--- config.mk ---
export PLATFORM = sky130hd
export DESIGN_NAME = regfile_sb
export DESIGN_NICKNAME = d
export VERILOG_FILES = /design/src/rtl/regfile_pkg.sv /design/src/rtl/regfile_scoreboard.sv /design/src/rtl/regfile_sb.sv
export SDC_FILE = /design/constraint.sdc
export NUM_CORES = 2
export LEC_CHECK = 0
export CAP_MARGIN = 10
export CORE_ASPECT_RATIO = 0.9
export CORE_MARGIN = 5
export CORE_UTILIZATION = 50
export CTS_BUF_LIST = sky130_fd_sc_hd__clkbuf_4 sky130_fd_sc_hd__clkbuf_8
export DETAILED_ROUTE_END_ITERATION = 16
export PLACE_DENSITY_LB_ADDON = 0.2
export RECOVER_POWER = 100
export SYNTH_ARGS = -nofsm -noshare
export SYNTH_HDL_FRONTEND = slang
export SYNTH_SLANG_ARGS = --single-unit
--- constraint.sdc ---
create_clock -name clk -period 6.5 [get_ports clk]
set_input_delay 0.975 -clock clk [delete_from_list [all_inputs] [get_ports clk]]
set_output_delay 0.975 -clock clk [all_outputs]
set_load 0.02 [all_outputs]
--- src/rtl/regfile_pkg.sv ---
// Shared constants for the scoreboarded integer register file.
// Default widths, the hardwired-zero index and the read-port limit.
package regfile_pkg;

    localparam int ADDR_WIDTH_DEF = 5;
    localparam int DATA_WIDTH_DEF = 32;
    localparam int REG_ZERO       = 0;
    localparam int NUM_RD_MAX     = 4;

endpackage

--- src/rtl/regfile_scoreboard.sv ---
// Per-register pending bits: set on issue, cleared on write-back.
// Drives issue_ready for WAW stalls and per-port rbusy for RAW stalls.
module regfile_scoreboard
    import regfile_pkg::*;
#(
    parameter int ADDR_WIDTH = ADDR_WIDTH_DEF,
    parameter int NUM_RD     = 2,
    parameter int BYPASS     = 1
) (
    input  logic                         clk,
    input  logic                         rstn,
    input  logic [NUM_RD*ADDR_WIDTH-1:0] raddr,
    input  logic                         w_en,
    input  logic [ADDR_WIDTH-1:0]        waddr,
    input  logic                         issue_valid,
    input  logic [ADDR_WIDTH-1:0]        issue_rd,
    output logic                         issue_ready,
    output logic [NUM_RD-1:0]            rbusy,
    output logic [2**ADDR_WIDTH-1:0]     busy_vec
);

    localparam int DEPTH = 2**ADDR_WIDTH;
    localparam logic [ADDR_WIDTH-1:0] ZERO = ADDR_WIDTH'(REG_ZERO);

    logic [DEPTH-1:0]      busy;
    logic [DEPTH-1:0]      busy_nxt;
    logic [ADDR_WIDTH-1:0] ra;

    assign busy_vec = busy;

    always_comb begin
        issue_ready = !busy[issue_rd] || (w_en && (waddr == issue_rd));
    end

    // Clear first, then set, so a new producer wins over the old write-back.
    always_comb begin
        busy_nxt = busy;
        if (w_en && (waddr != ZERO))
            busy_nxt[waddr] = 1'b0;
        if (issue_valid && issue_ready && (issue_rd != ZERO))
            busy_nxt[issue_rd] = 1'b1;
        busy_nxt[REG_ZERO] = 1'b0;
    end

    always_ff @(posedge clk or negedge rstn) begin
        if (!rstn)
            busy <= '0;
        else
            busy <= busy_nxt;
    end

    always_comb begin
        rbusy = '0;
        ra    = '0;
        for (int i = 0; i < NUM_RD; i++) begin
            ra = raddr[i*ADDR_WIDTH +: ADDR_WIDTH];
            rbusy[i] = busy[ra] &&
                !((BYPASS != 0) && w_en && (waddr == ra));
        end
    end

endmodule

--- src/rtl/regfile_sb.sv ---
// Integer register file with NUM_RD read ports, one write-back port,
// hardwired-zero r0, optional write-to-read bypass and a scoreboard.
module regfile_sb
    import regfile_pkg::*;
#(
    parameter int ADDR_WIDTH = ADDR_WIDTH_DEF,
    parameter int DATA_WIDTH = DATA_WIDTH_DEF,
    parameter int NUM_RD     = 2,
    parameter int BYPASS     = 1
) (
    input  logic                         clk,
    input  logic                         rstn,
    input  logic [NUM_RD*ADDR_WIDTH-1:0] raddr,
    output logic [NUM_RD*DATA_WIDTH-1:0] rdata,
    output logic [NUM_RD-1:0]            rbusy,
    input  logic                         w_en,
    input  logic [ADDR_WIDTH-1:0]        waddr,
    input  logic [DATA_WIDTH-1:0]        wdata,
    input  logic                         issue_valid,
    input  logic [ADDR_WIDTH-1:0]        issue_rd,
    output logic                         issue_ready,
    output logic [2**ADDR_WIDTH-1:0]     busy_vec
);

    localparam int DEPTH = 2**ADDR_WIDTH;
    localparam logic [ADDR_WIDTH-1:0] ZERO = ADDR_WIDTH'(REG_ZERO);

    logic [DATA_WIDTH-1:0] rf [DEPTH];
    logic [ADDR_WIDTH-1:0] ra;
    logic [DATA_WIDTH-1:0] rd;

    always_ff @(posedge clk or negedge rstn) begin
        if (!rstn) begin
            for (int i = 0; i < DEPTH; i++)
                rf[i] <= '0;
        end else if (w_en && (waddr != ZERO)) begin
            rf[waddr] <= wdata;
        end
    end

    // Bypass is masked in reset so rdata reads as zero throughout.
    always_comb begin
        rdata = '0;
        ra    = '0;
        rd    = '0;
        for (int i = 0; i < NUM_RD; i++) begin
            ra = raddr[i*ADDR_WIDTH +: ADDR_WIDTH];
            if (ra == ZERO)
                rd = '0;
            else if ((BYPASS != 0) && rstn && w_en && (waddr == ra))
                rd = wdata;
            else
                rd = rf[ra];
            rdata[i*DATA_WIDTH +: DATA_WIDTH] = rd;
        end
    end

    regfile_scoreboard #(
        .ADDR_WIDTH (ADDR_WIDTH),
        .NUM_RD     (NUM_RD),
        .BYPASS     (BYPASS)
    ) u_sb (
        .clk         (clk),
        .rstn        (rstn),
        .raddr       (raddr),
        .w_en        (w_en),
        .waddr       (waddr),
        .issue_valid (issue_valid),
        .issue_rd    (issue_rd),
        .issue_ready (issue_ready),
        .rbusy       (rbusy),
        .busy_vec    (busy_vec)
    );

endmodule
# Yosys cells after proc, flatten, opt, wreduce, memory -nomap -nowiden
# Index checks and enable logic that the tools add are counted.
[classes] n_mux=25 magnitude_cmp=10 bitwise=6 n_reduce_logical=22 n_eq_ne=3
[ops] operator="1024-bit bitwise mux" count=1
[ops] operator="32-bit 2-to-1 mux" count=11
[ops] operator="32-bit binary-select mux with 5-bit select" count=2
[ops] operator="32-bit demux with 5-bit select" count=1
[ops] operator="32-bit bitwise AND" count=1
[ops] operator="32-bit inverter" count=1
[ops] operator="32-bit bitwise OR" count=1
[ops] operator="5-bit by 6-bit < comparator with 1-bit output (second input constant)" count=4
[ops] operator="6-bit greater-or-equal comparator (second input constant)" count=3
[ops] operator="5-bit inverter with 6-bit output" count=3
[ops] operator="1-bit binary-select mux with 5-bit select" count=3
[ops] operator="5-bit equality test" count=3
[ops] operator="1-bit logical AND" count=14
[ops] operator="1-bit demux with 5-bit select" count=2
[ops] operator="5-bit by 1-bit greater-or-equal comparator with 1-bit output (second input constant)" count=2
[ops] operator="5-bit zero test" count=2
[ops] operator="5-bit nonzero test" count=2
[ops] operator="6-bit by 1-bit < comparator with 1-bit output (second input constant)" count=1
[ops] operator="1-bit 2-to-1 mux" count=5
[ops] operator="1-bit zero test" count=3
[ops] operator="1-bit logical OR" count=1
[word_totals] input_bits=56 elab_cells=99 register_bits=1055

# Logic depth before layout (Yosys ltp)
[depth] ltp_word=9 ltp_mapped=11 depth_no_buf=6

# Modules after synthesis
# Synthesis repeated with hierarchy kept, for this count alone.
[unflattened] hier_cells=4240 area_unflattened_um2=58341.0
[modules_own_cells] mod="regfile_sb" n_inst=1 area_each_um2=55670.9 cells_each=3981
[modules_own_cells] mod="regfile_scoreboard" n_inst=1 area_each_um2=2670.1 cells_each=259

# Worst setup path after synthesis
# Ideal clock, no wire load.
[synth_path] kind="input port to output port" start="in raddr[9]" end="out rdata[32]" required_ns=5.525 t_arrival_ns=3.130 path_buffers=3 slack_ns=2.395 cell_stages=9 path_cell_list="clkbuf_1 -> xnor2_1 -> nand2_1 -> or3_1 -> clkbuf_1 -> nand2_1 -> buf_2 -> nor2_1 -> nor4_1"
[synth_via] elab_chain_len=6 word_cells_on_any_way=9 classes_between="1 x eq/ne; 5 x mux; 1 x bitwise; 2 x reduce/logical"
[synth_lines] item="start, declared" line="regfile_sb.sv:13" rtl="input logic [NUM_RD*ADDR_WIDTH-1:0] raddr,"
[synth_lines] item="5-bit inverter with 6-bit output (not written as such)" line="regfile_sb.sv:53" rtl="rd = rf[ra];"
[synth_lines] item="32-bit binary-select mux with 5-bit select" line="regfile_sb.sv:53"
[synth_lines] item="32-bit 2-to-1 mux (not written as such) (2 in series)" line="regfile_sb.sv:53"
[synth_lines] item="32-bit 2-to-1 mux" line="regfile_sb.sv:50" rtl="else if ((BYPASS != 0) && rstn && w_en && (waddr == ra))"
[synth_lines] item="32-bit 2-to-1 mux *" line="regfile_sb.sv:48" rtl="if (ra == ZERO)"
[synth_lines] item="end, declared" line="regfile_sb.sv:14" rtl="output logic [NUM_RD*DATA_WIDTH-1:0] rdata,"
# Every way passes the cells marked *; elsewhere a longest branch is shown, timed or not. The select of a mux whose other input is x is not followed.

# Worst setup path after layout
[layout_path] start="in rstn" end="out rdata[32]"
[layout_via] elab_chain_len=4
[layout_lines] item="start, declared" line="regfile_sb.sv:12" rtl="input logic rstn,"
[layout_lines] item="1-bit logical AND (2 in series)" line="regfile_sb.sv:50"
[layout_lines] item="32-bit 2-to-1 mux" line="regfile_sb.sv:50"
[layout_lines] item="32-bit 2-to-1 mux" line="regfile_sb.sv:48"
# No other way between the ends.

==> metrics.txt <==
# TYPE chip_impl_metric gauge
chip_impl_info{name="outcome",value="complete, but fails checks"} 1
chip_impl_info{name="failed_checks",value="max-capacitance violations, max-slew violations"} 1
chip_impl_metric{name="port_buffers",unit=""} 153
chip_impl_metric{name="worst_ir_drop_on_vdd",unit="mV"} 0.228
chip_impl_metric{name="synth_area",unit="sq um"} 57500
chip_impl_metric{name="yosysSeqAreaShare",unit="%"} 45.9
chip_impl_metric{name="maxSlewHeadroom",unit="%"} -164
chip_impl_metric{name="gp_congestion",unit=""} 0.813
chip_impl_metric{name="timing.critical_path.required",unit="ns"} 5.52
chip_impl_info{name="r2r-start",value="u_sb.busy_vec[8]"} 1
chip_impl_metric{name="async_reset_ff_share",unit="%"} 100
chip_impl_metric{name="final_cell_area",unit="sq um"} 63800
chip_impl_metric{name="drt_iter0_markers",unit=""} 3761
chip_impl_metric{name="synth.lib_cells_used.distinct",unit=""} 60
chip_impl_metric{name="detail_route.drc_violations",unit=""} 0
chip_impl_metric{name="dr.pass1.iters",unit=""} 5
chip_impl_info{name="rsz0062_at_grt",value="no"} 1
chip_impl_metric{name="route.vias.total",unit=""} 38000
chip_impl_metric{name="via_count_of_the_first_global_routing_pass",unit=""} 38900
chip_impl_metric{name="grt_antenna_before_repair",unit=""} 7
chip_impl_info{name="tritoncts",value="done"} 1
chip_impl_info{name="yosys-top-cells-area",value="dfrtp_1 (46%), mux2_2 (20%), mux4_2 (18%)"} 1
chip_impl_metric{name="core_region",unit="sq um"} 115000
chip_impl_metric{name="synthesis.nets",unit=""} 4020
chip_impl_metric{name="p_leak",unit="nW"} 27.5
chip_impl_info{name="critical_path.top_delay_family",value="simple AND/OR/NAND/NOR gates"} 1
chip_impl_metric{name="residual_antenna_violating_net_count_after_detailed_routing",unit=""} 0
chip_impl_metric{name="register_to_register_setup_slack",unit="ns"} 4.26
chip_impl_metric{name="slowest_delay",unit="ns"} 0.78
chip_impl_metric{name="synthDominantCellAreaShare",unit="%"} 45.9
chip_impl_info{name="root_buffer",value="clkbuf_8"} 1
chip_impl_metric{name="timing.critical_path.fanout_max",unit=""} 50
chip_impl_metric{name="maxcap_violations",unit=""} 50
chip_impl_metric{name="die_x",unit="um"} 368
chip_impl_metric{name="crit_cells",unit=""} 8
chip_impl_info{name="critical-path-slowest-cell",value="dlygate4sd3_1"} 1
chip_impl_info{name="critical_path.startpoint",value="rstn"} 1
chip_impl_metric{name="cts.clk_slew.worst_paths",unit="ns"} 0.06
chip_impl_metric{name="hpwl",unit="mm"} 103
chip_impl_metric{name="finalNetCount",unit=""} 4018
chip_impl_metric{name="floorplan.rows",unit=""} 118
chip_impl_info{name="setup.worst_path.start_class",value="input pin"} 1
chip_impl_info{name="critical_path.reg2reg.endpoint",value="u_sb.busy_vec[7]"} 1
chip_impl_metric{name="grt_max_degree",unit=""} 164
chip_impl_metric{name="detail_route.vias_per_cell",unit=""} 6.78
chip_impl_metric{name="synth.avg_cell_area",unit="sq um"} 14.5
chip_impl_metric{name="timing.final.crit_period",unit="ns"} 6.06
chip_impl_metric{name="fin_skew",unit="ns"} 0.0173
chip_impl_metric{name="place_area",unit="sq um"} 60200
chip_impl_metric{name="clock-sinks",unit=""} 1055
chip_impl_metric{name="post_route_cells_drive_above_1_share",unit="%"} 47.4
chip_impl_metric{name="worst_r2r_path_depth",unit=""} 6
chip_impl_metric{name="fmaxAchievable",unit="MHz"} 165
chip_impl_metric{name="fillerInstances",unit=""} 9430
chip_impl_metric{name="tightest_slew",unit="ns"} 3.96
chip_impl_metric{name="wl",unit="mm"} 186
chip_impl_info{name="critPathCapture",value="rdata[32]"} 1
chip_impl_metric{name="syn-instance-count",unit=""} 3964
chip_impl_metric{name="flow.area_growth_from_synthesis",unit="%"} 10.9
chip_impl_info{name="worstSetupPathType",value="in2out"} 1
chip_impl_info{name="post-synth-top-area-cell",value="dfrtp_1"} 1
chip_impl_metric{name="cts_buffers",unit=""} 176
chip_impl_metric{name="grt_use_total",unit="%"} 30.3
chip_impl_info{name="worstHoldPathType",value="reg2reg"} 1
chip_impl_info{name="crit_chain",value="dlygate4sd3_1 > buf_8 > nand2_1 > or3_1 > nand2_1 > nor2_1 > nor4_1 > dlygate4sd3_1"} 1
chip_impl_metric{name="wl_per_cell",unit="um"} 33.1
chip_impl_metric{name="fp.dieArea",unit="sq um"} 122000
chip_impl_metric{name="io_pins",unit=""} 155
chip_impl_metric{name="postCtsSetupRepairBufs",unit=""} 0
chip_impl_metric{name="clock_tree.htree_level_count",unit=""} 4
chip_impl_metric{name="floorplan.die.height",unit="um"} 332
chip_impl_metric{name="power_density",unit="nW/um^2"} 308
chip_impl_metric{name="grt_overflow",unit=""} 0
chip_impl_metric{name="worstSkewPairLatency",unit="ns"} 0.89
chip_impl_metric{name="setup_total_negative_slack",unit="ns"} 0
chip_impl_metric{name="clockBufferDepth",unit=""} 3
chip_impl_metric{name="floorplan.initialDensity",unit="%"} 50.1
chip_impl_info{name="end_kind",value="output pin"} 1
chip_impl_metric{name="report.final.hold_viol_count",unit=""} 0
chip_impl_metric{name="timing.final.max_slew_violations",unit=""} 1374
chip_impl_metric{name="yosys_warnings",unit=""} 0
chip_impl_metric{name="critPathBufInv",unit=""} 3
chip_impl_metric{name="count_of_flip_flops_with_a_built_in_enable_after_synthesis",unit=""} 0
chip_impl_info{name="yosysMostFrequentCell",value="dfrtp_1"} 1
chip_impl_info{name="top_cells_by_count_synth",value="dfrtp_1 (1055), mux2_2 (1032), mux4_2 (470)"} 1
chip_impl_info{name="synthFlopType",value="dfrtp_1"} 1
chip_impl_metric{name="fin_crit_sh",unit="%"} 93.2
chip_impl_metric{name="final-setup-viol-count",unit=""} 0
chip_impl_metric{name="yosys_register_bits",unit=""} 1055
chip_impl_metric{name="grt_pass1_wl",unit="mm"} 274
chip_impl_metric{name="critPathArrivalTime",unit="ns"} 5.09
-- repair_timing --
action | in CTS | in global routing
resized for setup | 0 | 0
endpoints found under the hold margin | 47 | 0
hold buffers | 1 | 0
-- layout make-up --
| cell class | count | area (sq um) | share of cell area, % |
|---|---|---|---|
| Multi-Input combinational cell | 2429 | 29000 | 45.5 |
| Timing Repair Buffer | 274 | 2560 | 4.01 |
| Tap cell | 1500 | 1880 | 2.94 |
| Clock inverter | 28 | 230 | 0.361 |
| Clock buffer | 289 | 3610 | 5.67 |
| Antenna cell | 7 | 17.5 | 0.0275 |
| Inverter | 26 | 100 | 0.157 |
| Sequential cell | 1055 | 26400 | 41.4 |
-- power breakdown --
part | total, mW | internal [mW] | leakage [nW] | switching [mW]
Clock | 6.43 | 3.62 | 2.05 | 2.81
Sequential | 8.79 | 7.84 | 13.5 | 0.952
Combinational | 4.44 | 2.58 | 11.9 | 1.86
Total | 19.7 | 14.0 | 27.5 | 5.62
-- worst min path at each step --
stage / startpoint / slack (ns) / endpoint / cells past startpoint
2_1_floorplan: rf[1000] / 0.44 / rf[1000] / 1
3_3_place_gp: rf[1015] / 0.38 / rf[1015] / 0
3_5_place_dp: rf[1022] / 0.38 / rf[1022] / 0
4_1_cts: rf[1022] / 0.40 / rf[1022] / 0
5_1_grt: rf[1022] / 0.40 / rf[1022] / 0
6_report: rf[1023] / 0.40 / rf[1023] / 0
-- state kept, by name, summed over array words and instances (netlist names) --
name,flops
rf,1024
u_sb.busy_vec,31
-- metal layers --
metal,wire [um],GRT usage (%)
met1,77700,42.4
met2,87100,47.5
met3,13800,5.94
met4,7010,11.3
met5,7,0
-- cell usage in the layout (no fill, tap or decap), types with 20 or more instances in the layout --
master	count
buf_4	74
clkbuf_4	59
a32o_1	31
inv_1	23
nand2_1	50
a22oi_1	42
mux4_2	470
a211oi_1	42
mux2_2	1032
nor2_1	82
clkdlybuf4s50_1	58
nor2b_1	24
clkbuf_1	23
o22ai_1	20
o21ai_0	80
dfrtp_1	1055
nand3_1	32
a221oi_1	36
mux2i_1	218
dlygate4sd3_1	86
a221o_1	40
clkbuf_8	231
a21oi_1	59
-- per-stage QoR --
step                setup WS (ns)  util, %  instances  power, mW  hold WS [ns]
CTS                         0.752     55.9       5600       19.8         0.397
global placement            0.993     52.5       5282       13.2         0.377
finish                      0.440     55.6       5608       19.7         0.395
global route                0.313     55.6       5606       20.5         0.401
floorplan                    2.40        -       3964       11.8         0.441
detailed placement           1.02     52.5       5282       13.3         0.382
-- cells by family (layout without fill, tap and decap cells) --
kind of cell           Yosys count  after routing  share of synthesized area (%)
buffers and inverters          480            617                           3.79
multiplexers                  1720           1720                           42.4
AND/OR/NAND/NOR                266            266                           2.30
AO/OA/AOI/OAI                  427            427                           5.39
flip-flops                    1055           1055                           45.9
other                            1              8                        0.00652
XOR/XNOR                        15             15                          0.228
(Power assumes the default switching activity.)
